<file path="src/rtl/hermitian_rmv_bram_writer.sv">
// Hermitian-remover write side: counts FFT bins per frame and writes the kept bins into the
// output buffer, then holds the buffer until released. Optional tlast checking: HERMRMV_TLAST_CHECK_EN.
module hermitian_rmv_bram_writer #(
  parameter int FFT_LEN    = 672,
  parameter int KEEP_FIRST = 0,
  parameter int KEEP_NUM   = 336,
  parameter int ADDR_W     = 9,
  parameter int DATA_W     = 16
) (
  input  logic              clk,
  input  logic              aresetn,
  input  logic [DATA_W-1:0] s_axis_tdata,
  input  logic              s_axis_tvalid,
  input  logic              s_axis_tlast,
  output logic              s_axis_tready,
  output logic              bram_en,
  output logic              bram_we,
  output logic [ADDR_W-1:0] bram_addr,
  output logic [DATA_W-1:0] bram_di,
  output logic              frame_ready,
  input  logic              frame_release,
  output logic [7:0]        frame_cnt,
  output logic              err_tlast
);

  localparam int BIN_W = $clog2(FFT_LEN);

  typedef enum logic {
    S_FILL,
    S_HOLD
  } state_e;

  state_e              state_q, state_d;
  logic [BIN_W-1:0]    bin_cnt_q, bin_cnt_d;
  logic                done_q, done_d;
  logic                en_q, en_d;
  logic [ADDR_W-1:0]   addr_q, addr_d;
  logic [DATA_W-1:0]   di_q, di_d;
  logic                ready_q, ready_d;
  logic [7:0]          cnt_q, cnt_d;
  logic                err_q, err_d;

  logic                accept;
  logic                is_last_bin;
  logic [BIN_W:0]      bin_off;
  logic                in_keep;
  logic                tlast_early;
  logic                tlast_missing;

  assign s_axis_tready = (state_q == S_FILL);
  assign accept        = s_axis_tvalid & s_axis_tready;
  assign is_last_bin   = (bin_cnt_q == BIN_W'(FFT_LEN - 1));

  // One extra bit so a bin below KEEP_FIRST shows up as a negative offset.
  assign bin_off = {1'b0, bin_cnt_q} - (BIN_W + 1)'(KEEP_FIRST);
  assign in_keep = !bin_off[BIN_W] && (bin_off < (BIN_W + 1)'(KEEP_NUM));

`ifdef HERMRMV_TLAST_CHECK_EN
  assign tlast_early   = accept & s_axis_tlast & ~is_last_bin;
  assign tlast_missing = accept & ~s_axis_tlast & is_last_bin;
`else
  // Framing is by count only; tlast is deliberately unused in this build.
  logic tlast_unused;
  assign tlast_unused  = s_axis_tlast;
  assign tlast_early   = 1'b0;
  assign tlast_missing = 1'b0;
`endif

  always_comb begin
    // NOTE: every _d gets a default first so no path leaves it unassigned (no latches).
    state_d   = state_q;
    bin_cnt_d = bin_cnt_q;
    done_d    = 1'b0;
    en_d      = 1'b0;
    addr_d    = addr_q;
    di_d      = di_q;
    ready_d   = ready_q;
    cnt_d     = cnt_q;
    err_d     = 1'b0;

    unique case (state_q)
      S_FILL: begin
        if (accept) begin
          if (in_keep) begin
            en_d   = 1'b1;
            addr_d = bin_off[ADDR_W-1:0];
            di_d   = s_axis_tdata;
          end
          err_d = tlast_early | tlast_missing;
          if (is_last_bin) begin
            bin_cnt_d = '0;
            done_d    = 1'b1;
            state_d   = S_HOLD;
          end else if (tlast_early) begin
            bin_cnt_d = '0;
          end else begin
            bin_cnt_d = bin_cnt_q + 1'b1;
          end
        end
      end

      S_HOLD: begin
        // done_q delays the ready flag so it trails the final write strobe by a cycle.
        if (done_q) begin
          ready_d = 1'b1;
          cnt_d   = cnt_q + 8'd1;
        end else if (frame_release && ready_q) begin
          ready_d = 1'b0;
          state_d = S_FILL;
        end
      end

      default: state_d = S_FILL;
    endcase
  end

  // NOTE: sequential state uses non-blocking assignments only, so all registers update together.
  always_ff @(posedge clk or negedge aresetn) begin
    if (!aresetn) begin
      state_q   <= S_FILL;
      bin_cnt_q <= '0;
      done_q    <= 1'b0;
      en_q      <= 1'b0;
      addr_q    <= '0;
      di_q      <= '0;
      ready_q   <= 1'b0;
      cnt_q     <= '0;
      err_q     <= 1'b0;
    end else begin
      state_q   <= state_d;
      bin_cnt_q <= bin_cnt_d;
      done_q    <= done_d;
      en_q      <= en_d;
      addr_q    <= addr_d;
      di_q      <= di_d;
      ready_q   <= ready_d;
      cnt_q     <= cnt_d;
      err_q     <= err_d;
    end
  end

  assign bram_en     = en_q;
  assign bram_we     = en_q;
  assign bram_addr   = addr_q;
  assign bram_di     = di_q;
  assign frame_ready = ready_q;
  assign frame_cnt   = cnt_q;
  assign err_tlast   = err_q;

  a_ready_only_in_hold : assert property (@(posedge clk) disable iff (!aresetn)
    frame_ready |-> (state_q == S_HOLD));

  a_bin_in_range : assert property (@(posedge clk) disable iff (!aresetn)
    bin_cnt_q <= BIN_W'(FFT_LEN - 1));

  a_no_write_in_hold : assert property (@(posedge clk) disable iff (!aresetn)
    (state_q == S_HOLD && !done_q) |-> !en_d);

endmodule

</file>
<file path="config.mk">
export PLATFORM = sky130hd
export DESIGN_NAME = hermitian_rmv_bram_writer
export DESIGN_NICKNAME = d
export VERILOG_FILES = /design/src/rtl/hermitian_rmv_bram_writer.sv
export SDC_FILE = /design/constraint.sdc
export NUM_CORES = 1
export LEC_CHECK = 0
export ABC_AREA = 0
export BUFFER_PORTS_ARGS = -buffer_cell sky130_fd_sc_hd__buf_2
export CORE_MARGIN = 5
export CORE_UTILIZATION = 55
export DETAILED_ROUTE_END_ITERATION = 6
export PLACE_DENSITY = 0.83
export RECOVER_POWER = 50
export SYNTH_ARGS = -nofsm -noshare
export SYNTH_HDL_FRONTEND = slang
export SYNTH_SLANG_ARGS = --single-unit
</file>
<file path="constraint.sdc">
create_clock -name clk -period 2.6 [get_ports clk]
set_input_delay 0.39 -clock clk [delete_from_list [all_inputs] [get_ports clk]]
set_output_delay 0.39 -clock clk [all_outputs]
set_load 0.01 [all_outputs]
</file>
* Yosys cells after proc, flatten, opt, wreduce, memory -nomap -nowiden
Cells that the tools add are included. Widths: inputs -> output; s select.
Operators by class: add/sub/neg operators 2, order comparisons 1, equality and inequality tests 1, muxes and demuxes 12, bitwise logic cells 2, reductions and logical operators 6
Operator list (number):
- $add 10x1->10 const B | 1
- $eq 10x10->1 const B | 1
- $lt 10x9->1 const B | 1
- $mux 1 | 10
- $mux 10 | 1
- $add 8x1->8 const B | 1
- $reduce_and 2->1 | 3
- $reduce_and 3->1 | 1
- $pmux 1 s2 | 1
- $reduce_bool 2->1 | 1
- $and 1x1->1 | 1
- $logic_and 1x1->1 | 1
- $not 1->1 | 1
Word-level totals: flip-flop bits (word level) 47, bits of input ports 21

* Longest topological paths before layout
Gate-level depths: netlist of the first run.
depth in word-level cells 4, gate-level depth with buffers 6, gate-level depth less buffers 5

* Worst setup path after synthesis of the first run
Ideal clock, no wire load.
kind register -> register, start reg bin_cnt_q[5], end reg di_q[10] (netlist: bram_di[10]), library setup time 0.125 ns, arrival time 1.364 ns, slack 1.110 ns, cell stages (with the launch flop) 7, buffers on the path 2, path through dfrtp_1 buf_6 o21a_1 nor2_4 o21ai_4 buf_12 mux2_4
Between the ends: word-level cells in the longest chain between the ends 2
Ends and longest elaborated chain:
- start, declared | RTL line 34 | logic [BIN_W-1:0] bin_cnt_q, bin_cnt_d;
- start signal, assigned | RTL line 131 | bin_cnt_q <= bin_cnt_d;
- $lt 10x9->1 | RTL line 56 | assign in_keep = !bin_off[BIN_W] && (bin_off < (BIN_W + 1)'(KEEP_NUM));
- $reduce_and 3->1 (no source line)
- end signal, assigned | RTL line 135 | di_q <= di_d;
- end, declared | RTL line 38 | logic [DATA_W-1:0] di_q, di_d;
No other way between the ends. A chain may end at the register's enable or synchronous reset.

* Final worst setup path of the first run
start reg bin_cnt_q[5], end reg di_q[2] (netlist: bram_di[2])
Same word-level chain as after synthesis.

==> results of run 1 <==
cell usage after synthesis, drive strengths merged:
| master | count |
|---|---|
| nand3 | 7 |
| nand2b | 2 |
| and2b | 1 |
| and2 | 1 |
| buf | 8 |
| o21ai | 5 |
| or3 | 1 |
| a21oi | 2 |
| nor2 | 9 |
| mux2i | 2 |
| nand4 | 6 |
| mux2 | 24 |
| xnor2 | 9 |
| a22o | 1 |
| o211ai | 2 |
| nand2 | 15 |
| ha | 2 |
| dfrtp | 47 |
| xor2 | 2 |
| conb | 1 |
| nor3 | 2 |
| and3 | 1 |
| inv | 4 |
| nor4b | 1 |
| o21a | 1 |
cells by family (layout without fill, tap and decap cells):
group | count (synthesis) | count (layout) | share of synthesized area, %
adders and majority gates | 2 | 2 | 1.19
buffers and inverters | 12 | 70 | 5.13
xor gates and xnor gates | 11 | 11 | 4.59
DFF | 47 | 47 | 56.1
other | 1 | 1 | 0.179
AOI/OAI and AO/OA | 11 | 11 | 3.70
muxes | 26 | 26 | 17.1
and+or+nand+nor | 46 | 46 | 12.1
through the flow:
stage | area [µm²] | setup WS (ns)
final | 2460 | 0.734
after global routing | 2460 | 0.639
after CTS | 2480 | 0.715
after detailed placement | 2370 | 0.714
after global placement | 2370 | 0.789
after floorplan | 2100 | 1.11
state kept, by name, summed over array words and instances, names as in the netlist:
name and flops:
done_q 1, frame_ready 1, bram_en 1, state_q 1, bram_addr 9, frame_cnt 8, bram_di 16, bin_cnt_q 10
worst min path at each step:
stage / start / end / slack, ns
global placement: aresetn / bram_di[9] / 0.38
finish: aresetn / bram_di[6] / 0.29
CTS: aresetn / bram_di[7] / 0.05
floorplan: aresetn / bin_cnt_q[0] / 0.09
global route: s_axis_tdata[3] / bram_di[3] / 0.30
detailed placement: aresetn / bram_di[7] / 0.38
power by group through the flow:
stage	logic [mW]	registers, mW	clock network (mW)
final	0.109	0.850	0.473
after global routing	0.132	0.857	0.516
after CTS	0.113	0.848	0.485
after detailed placement	0.112	0.862	0
after global placement	0.107	0.861	0
after floorplan	0.117	0.824	0
critical path: stages (launching register included):
cell	delay [ns]
dfrtp_1	0.52
o21a_1	0.22
nor2_4	0.05
o21ai_4	0.37
buf_12	0.24
mux2_2	0.35
per-layer routing:
metal / global-route usage, % / wire length, µm / vias up
met1: 19.4 / 1610 / 684
met2: 26.1 / 1950 / 32
met3: 5.33 / 229 / 6
li1: - / - / 644
met5: 0 / 0 / -
met4: 4.18 / 41 / 0
layout make-up:
cell class / instances / area, µm² / share of cell area [%]
clock buffers: 7 / 96.3 / 3.92
clock inverters: 1 / 7.51 / 0.305
inverters: 4 / 15.0 / 0.611
multi-input cells: 97 / 815 / 33.1
flip-flops and latches: 47 / 1180 / 47.8
well taps: 48 / 60.1 / 2.44
repair buffers: 58 / 289 / 11.8
==> metrics.md, run 1 <==
| Metric | Value |
|---|---|
| Min Hold Slack | 0.294 ns |
| Skew-Pair Late Insertion Delay | 0.30 ns |
| Sum Neg Setup Slack | 0 ns |
| Total die area | 5150 µm² |
| GP Congestion | 0.745 |
| Post-synth cell types | 33 |
| Hold buffer count at cts | 0 |
| Post-CTS setup buffers | 0 |
| CP Max Fanout | 18 |
| Initial Util | 56.9% |
| Antenna viol nets, final | 0 |
| Status | finished, final reports clean |
| Yosys top cell area share | 56.1% |
| Setup Viol. Count Final | 0 |
| Max-slew headroom | 23.4% |
| # diodes | 0 |
| CP Launch Point | bin_cnt_q[5] |
| PwrDens | 582 nW/µm² |
| Seq cells post-synth | 47 |
| Num CTS Buffers | 5 |
| RSZ-0062 raised after global routing | false |
| Filler instances | 276 |
| Synth area leader | dfrtp_1 |
| Clock network power share | 33.0% |
| Vias post-DR | 1366 |
| Commonest non-fill, non-tap cells in the layout | dfrtp_1 (47), buf_2 (43), mux2_4 (18) |
| Startpoint types | flip-flop |
| Synth top area cells | dfrtp_1 (56%), mux2_4 (13%), xnor2_1 (3.8%) |
| Row count | 22 |
| Share of cells above drive strength 1 | 38.8% |
| Post-Layout Cell Count | 262 |
| Post-Route Skew | 0.00577 ns |
| Drt drc | 0 |
| Post-DP HPWL | 2870 µm |
| R2R Path Start | bin_cnt_q[5] |
| P&R area growth vs syn | 17.2% |
| Leak Pwr | 1.31 nW |
| Slew Viols, Final | 0 |
| Die X | 71.8 µm |
| Number of antenna violations at the first check in global routing | 0 |
| Core footprint | 3690 µm² |
| Internal | 1.07 mW |
| Hold WC Path Type | primary input to asynchronous set/reset pin |
| Logic pwr share | 7.6% |
| Clock period minus worst slack | 1.87 ns |
| Crit path to | bram_di[2] |
| Final Hold Fails | 0 |
| DR WL/cell | 14.6 µm |
| Commonest non-fill, non-tap cell in the layout | dfrtp_1 |
| Reg2Reg Setup Slack | 0.73 ns |
| Placed instance count | 254 |
| Max cap viols | 0 |
| Syn Inst Count | 156 |
| Largest net degree at the start of global routing | 26 |
| CTS tree | built |
| Final Total Pwr | 1.43 mW |
| Crit path DAT | 2.05 ns |
| Synthesized cell area | 2100 µm² |
| Syn Area/Cell | 13.5 µm² |
| Nets | 236 |
| CTS H-tree lvls | 2 |
| Number of global-route vias before repair | 1333 |
| Cts repair resizes | 0 |
| Tightest Pin Transition | 1.15 ns |
| Synthesis Warnings | 0 |
| CTS root buf | clkbuf_8 |
| Worst-path clk slew | 0.08 ns |
| Worst Setup Path Type | flip-flop to flip-flop |
| Drt pass-1 iters | 4 |
| Die H | 71.8 µm |
| Util after Layout | 66.7% |
| Seq pwr share | 59.4% |
| Mapped Nets | 179 |
| Crit share post-route | 71.8% |
| Iter 0 DRT Violations | 109 |
| First-pass GRT wire length | 6220 µm |
| Reg2reg end | bram_di[2] |
| Grt ovf | 0 |
| Vias per cell | 5.21 |
| Routed WL | 3830 µm |
| Clock sinks | 47 |
| IO Count | 59 |
| Fmax | 536 MHz |
| IO Port Bufs | 56 |
| Sw Pwr | 0.362 mW |
| Sw Share | 25.3% |
| Cells on worst reg2reg path | 5 |
| Clock buffer depth | 2 |
| VDD IR-drop max | 352 µV |
| Post-synthesis sequential area ratio | 56.1% |
| Worst EP required | 2.79 ns |
| Total track usage | 15.6% |
| Crit. End Element | flip-flop |
Note: power is estimated with default switching activity, not from simulation.
==> inputs of run 2 (changes only) <==
Settings changed: ABC_AREA 0 to 1, CORE_UTILIZATION 55 to 51, PLACE_DENSITY 0.83 to 0.78.
Clock period 2.6 ns to 1.9 ns, I/O delays scaled along.
==> run 2 against run 1 <==
Effect of this change:
- total power is 53% higher
- clock power increased by 50%
- clock skew barely moved
- die area up 4.5%
- sequential share of layout area is essentially flat
- non-clock buffer count increased by 2
- final area about the same
==> metrics.md, run 2 <==
| Metric | Value |
|---|---|
| Slowest cell on crit path | dfrtp_1 |
| Slew Viols, Final | 0 |
| Max stage delay on crit path | 0.39 ns |
| Commonest non-fill, non-tap cell in the layout | nand2_1 |
| CTS tree | built |
| Fin worst setup slack | 0.475 ns |
| CTS H-tree lvls | 2 |
| Routed WL | 4020 µm |
| Nets | 318 |
| Commonest non-fill, non-tap cells in the layout | nand2_1 (89), dfrtp_1 (47), clkbuf_1 (28) |
| Startpoint types | flip-flop |
| Seq cells post-synth | 47 |
| Multi-input gate area | 718 µm² |
| Antenna viol nets, final | 0 |
| Hold path depth | 3 |
| Die H | 73.4 µm |
| Syn Area/Cell | 8.75 µm² |
| Worst EP required | 2.09 ns |
| Sequential cell area | 1180 µm² |
| PwrDens | 889 nW/µm² |
| Row count | 23 |
| Grt ovf | 0 |
| FFs w/ async S/R, synth | 100% |
| Synth area leader | dfrtp_1 |
| Min Hold Slack | 0.177 ns |
| CP cell instances | ha_1 > nand3_1 > nor2_1 > inv_1 > nor2_2 > inv_1 > nand2_1 > nor2_1 |
| Total die area | 5380 µm² |
| DR WL/cell | 11.6 µm |
| Filler instances | 357 |
| Post-DP HPWL | 3140 µm |
| Tightest Pin Transition | 0.596 ns |
| Top-count cell post-synth | nand2_1 |
| RSZ-0062 raised after global routing | false |
| Drt pass-1 iters | 4 |
| Iter 0 DRT Violations | 28 |
| Synthesis Warnings | 0 |
| Mapped Nets | 257 |
| P&R area growth vs syn | 20.1% |
| Placement Setup Slack | 0.460 ns |
| Synthesized cell area | 2050 µm² |
| Drt drc | 0 |
| Status | finished, final reports clean |
| Vias per cell | 4.73 |
| Post-route cell area | 2460 µm² |
| Sum Neg Setup Slack | 0 ns |
| Clock sinks | 47 |
| Skew-Pair Late Insertion Delay | 0.29 ns |
| Syn Inst Count | 234 |
| Core footprint | 3940 µm² |
| CP Max Fanout | 3 |
| GP Congestion | 0.781 |
| Die X | 73.4 µm |
| Post-synth cell types | 21 |
| Num CTS Buffers | 5 |
| Reg2reg end | bin_cnt_q[9] |
| Crit path max-delay family | simple AND/OR/NAND/NOR gates |
| Max cap viols | 0 |
| Worst Setup Path Type | flip-flop to flip-flop |
| Setup Viol. Count Final | 0 |
| Crit. End Element | flip-flop |
| IO Port Bufs | 56 |
| Fmax | 702 MHz |
| End point of the worst hold path | bram_di[5] |
| Max reg flops | 16 |
| Clock buffer depth | 2 |
| Hold WC Path Type | primary input to flip-flop |
| Post-CTS setup buffers | 0 |
| CTS root buf | clkbuf_8 |
| Number of global-route vias before repair | 1521 |
| Synth top area cells | dfrtp_1 (57%), nand2_1 (16%), inv_1 (4.4%) |
| Final Hold Fails | 0 |
| Share of cells above drive strength 1 | 15.9% |
| IO Count | 59 |
| Yosys top cell area share | 57.4% |
| Synth top cells by count | nand2_1 (88), dfrtp_1 (47), inv_1 (24) |
| R2R Path Start | bin_cnt_q[1] |
| Total track usage | 15.7% |
| Buf/Inv on CP | 2 |
| Vias post-DR | 1637 |
| Post-synthesis sequential area ratio | 57.4% |
| Max-slew headroom | 60.3% |
| Crit share post-route | 75.0% |
| Worst-path clk slew | 0.08 ns |
| Number of antenna violations at the first check in global routing | 0 |
| # diodes | 0 |
| Area post-placement | 2380 µm² |
| Leak Pwr | 1.35 nW |
| Post-Route Skew | 0.00607 ns |
| Clock period minus worst slack | 1.43 ns |
| Post-synth EDFFs | 0 |
| Largest net degree at the start of global routing | 26 |
| Ys flop type | dfrtp_1 |
| Crit path DAT | 1.62 ns |
| Initial Util | 52.0% |
| Hold path startpoint | s_axis_tdata[5] |
| First-pass GRT wire length | 6580 µm |
| Cells on worst reg2reg path | 8 |
| Reg2Reg Setup Slack | 0.47 ns |
| VDD IR-drop max | 549 µV |
-- run 2: cell count changes in the layout (fill, tap and decap cells not counted), sizes merged, moves of 4 or more --
cell	before	now
nand2	15	91
mux2	24	1
inv	4	26
buf	44	30
clkbuf	21	34
nor2	9	18
o21ai	5	13
xnor2	9	1
xor2	2	7
nand3	7	11
-- run 2: area by class of cell --
type / count / share of cell area (%)
clock inverters: 3 / 1.78
well taps: 50 / 2.54
multi-input cells: 155 / 29.2
clock buffers: 5 / 2.80
inverters: 26 / 4.07
repair buffers: 60 / 11.8
flip-flops and latches: 47 / 47.8
-- run 2: worst max path at each step --
stage	from	end	slack [ns]	cells after the start
floorplan	state_q	bram_addr[7]	0.69	7
global placement	state_q	bram_addr[5]	0.47	7
detailed placement	state_q	bram_addr[5]	0.46	7
CTS	state_q	bram_addr[2]	0.45	7
global route	state_q	bram_addr[2]	0.34	7
finish	bin_cnt_q[1]	bin_cnt_q[9]	0.47	8
-- run 2: routing by layer --
metal  wire (µm)  track usage [%]
met5           0                0
met4          60             6.04
met3         234             3.01
met2        2000             26.5
met1        1730             20.1
-- run 2: kinds of logic after synthesis --
family                     Yosys count  synth area share (%)
buffers and inverters               32                  7.27
other                                1                 0.183
xor gates and xnor gates             8                  3.42
DFF                                 47                  57.4
adders and majority gates            2                  1.22
and+or+nand+nor                    130                  26.8
AOI/OAI and AO/OA                   13                  3.18
muxes                                1                 0.550
-- run 2: power breakdown --
group | switching, mW | total [mW] | internal, mW
sequential | 0.0854 | 1.17 | 1.08
clock | 0.318 | 0.709 | 0.391
combinational | 0.198 | 0.312 | 0.114
-- run 2: timing repair --
action                                  4_1_cts  5_1_grt
endpoints found under the setup margin        0        0
hold buffers                                  1        0
hold endpoints to repair                     22        0
resized for setup                             0        0
-- run 2: tightest hold or removal path: stages --
cell     delay [ns]
buf_2          0.08
nand2_1        0.04
nand2_1        0.04
-- run 2: metrics by stage --
step / std cells / utilization (%) / power [mW]
2_1_floorplan: 234 / - / 1.39
5_1_grt: 346 / 62.4 / 2.31
6_report: 346 / 62.4 / 2.19
3_3_place_gp: 337 / 60.3 / 1.49
3_5_place_dp: 337 / 60.3 / 1.50
4_1_cts: 346 / 63.4 / 2.22
==> inputs of run 3 (changes only) <==
Clock period 1.9 ns to 1.5 ns, I/O delays scaled along.
==> run 3 against run 2 <==
Effect of this change:
- flip-flop and latch count is the same
- maximum frequency increased by 5.5%
- critical path depth decreased by 1
- combinational power is 39% higher
- clock power increased by 2%
- register-to-register slack worse by 0.33 ns
- routed wire length is essentially flat
- core utilization up 0.25 points
- via count down 0.49%
- global-route usage is 0.51 points higher
- critical endpoint is now bin_cnt_q[8]
- highest routed layer unchanged
==> metrics.md, run 3 (synthesis results as in run 2) <==
| Metric | Value |
|---|---|
| Num CTS Buffers | 5 |
| Vias post-DR | 1629 |
| CTS root buf | clkbuf_8 |
| Slew Viols, Final | 0 |
| P&R area growth vs syn | 20.6% |
| Setup Viol. Count Final | 0 |
| Drt drc | 0 |
| Final Hold Fails | 0 |
| Commonest non-fill, non-tap cells in the layout | nand2_1 (89), dfrtp_1 (47), buf_2 (40) |
| Antenna viol nets, final | 0 |
| Fmax | 740 MHz |
| Number of antenna violations at the first check in global routing | 0 |
| Crit. End Element | flip-flop |
| Number of global-route vias before repair | 1559 |
| Clock period minus worst slack | 1.35 ns |
| IO Port Bufs | 56 |
| Placement Setup Slack | 0.154 ns |
| Core footprint | 3940 µm² |
| Util after Layout | 62.6% |
| Crit share post-route | 90.0% |
| Post-CTS setup buffers | 0 |
| Most used cell, CP | nand2_1 |
| CP Max Fanout | 3 |
| Routed WL | 4030 µm |
| Fin worst setup slack | 0.150 ns |
| Vias per cell | 4.68 |
| End point of the worst hold path | bram_di[3] |
| Reg2reg end | bin_cnt_q[8] |
| # diodes | 0 |
| Nets | 320 |
| Worst EP required | 1.74 ns |
| Cells on worst reg2reg path | 7 |
| Largest net degree at the start of global routing | 30 |
| Max cap viols | 0 |
| Share of cells above drive strength 1 | 20.8% |
| Hold path depth | 3 |
| Initial Util | 52.0% |
| VDD IR-drop max | 520 µV |
| RSZ-0062 raised after global routing | false |
| CP cell instances | ha_1 > nand3_1 > nor2_2 > nand2_1 > o21ai_0 > nand2_1 > inv_1 |
| Iter 0 DRT Violations | 53 |
| Max reg flops | 16 |
| CP Launch Point | bin_cnt_q[0] |
| Worst-path clk slew | 0.09 ns |
| R2R Path Start | bin_cnt_q[0] |
| Reg2Reg Setup Slack | 0.15 ns |
| Worst Setup Path Type | flip-flop to flip-flop |
| Slowest cell on crit path | dfrtp_1 |
| GP Congestion | 0.771 |
| PwrDens | 1060 nW/µm² |
| Skew-Pair Late Insertion Delay | 0.30 ns |
| Post-Route Skew | 0.00953 ns |
| Total track usage | 16.2% |
| Hold WC Path Type | primary input to flip-flop |
| Total die area | 5380 µm² |
| Filler instances | 383 |
| CTS H-tree lvls | 2 |
| Drt pass-1 iters | 4 |
| Post-DP HPWL | 3070 µm |
| Crit path DAT | 1.59 ns |
| Row count | 23 |
| Clock buffer depth | 2 |
| DR WL/cell | 11.6 µm |
| CTS tree | built |
| Sum Neg Setup Slack | 0 ns |
| IO Count | 59 |
| Die X | 73.4 µm |
| Leak Pwr | 1.40 nW |
| Startpoint types | flip-flop |
| Commonest non-fill, non-tap cell in the layout | nand2_1 |
| Max stage delay on crit path | 0.38 ns |
| Clock sinks | 47 |
| Grt ovf | 0 |
| First-pass GRT wire length | 6740 µm |
| Die H | 73.4 µm |
| Hold path startpoint | s_axis_tdata[3] |
| Status | finished, final reports clean |
==> run 3: cell types whose count changed in the layout (fill, tap and decap cells not counted) <==
| cell | change |
|---|---|
| clkbuf_1 | -11 |
| clkbuf_4 | +1 |
| clkinvlp_4 | +1 |
| clkinv_4 | -1 |
| buf_2 | +13 |
| nor2_2 | +1 |
| nor2_1 | -2 |
| nor2_4 | +1 |
| bufinv_16 | -1 |
==> run 3: stage by stage <==
step                      hold WS, ns  cell area (µm²)  total power, mW  std cells
final                           0.112             2470             2.63        348
after global routing            0.114             2470             2.78        348
after CTS                      0.0985             2500             2.67        348
after detailed placement        0.198             2400             1.93        339
after global placement          0.199             2400             1.90        339
after floorplan               -0.0706             2050             1.75        234
==> run 3: how the worst max path moves through the flow <==
stage                   end  slack [ns]  cells past startpoint
6_report       bin_cnt_q[8]        0.15                      7
5_1_grt        frame_cnt[6]       0.007                      6
4_1_cts        bin_cnt_q[8]        0.14                      8
3_5_place_dp   bin_cnt_q[8]        0.15                      8
3_3_place_gp   bin_cnt_q[9]        0.18                      8
2_1_floorplan  bram_addr[7]        0.29                      7
==> run 3: timing repair <==
item,4_1_cts,5_1_grt
hold buffers,1,0
endpoints found under the hold margin,18,0
gates resized for setup,0,2
endpoints found under the setup margin,0,2
==> run 3: power breakdown <==
| group | switching (mW) | internal [mW] |
|---|---|---|
| Clock | 0.400 | 0.326 |
| Combinational | 0.275 | 0.159 |
| Sequential | 0.0990 | 1.37 |
==> run 3: metal layers <==
metal	up-vias	GRT usage (%)	wire length, µm
met5	-	0	0
met4	0	7.85	89
met3	10	3.01	230
met2	39	26.2	1950
met1	738	21.1	1760
li1	842	-	-
==> run 3: critical path, delay by kind of cell (launching register included) <==
family,cells,cell delay (ns)
compound gates,1,0.19
fa+ha+maj,1,0.19
flops,1,0.38
buf+inv,1,0.05
simple gates,4,0.47
==> run 3: cell type report <==
| type | instances | area [µm²] | area share, % |
|---|---|---|---|
| flip-flops and latches | 47 | 1180 | 47.6 |
| multi-input cells | 155 | 728 | 29.5 |
| repair buffers | 62 | 318 | 12.9 |
| inverters | 26 | 100 | 4.05 |
| clock buffers | 6 | 72.6 | 2.94 |
| well taps | 50 | 62.6 | 2.53 |
| clock inverters | 2 | 12.5 | 0.507 |
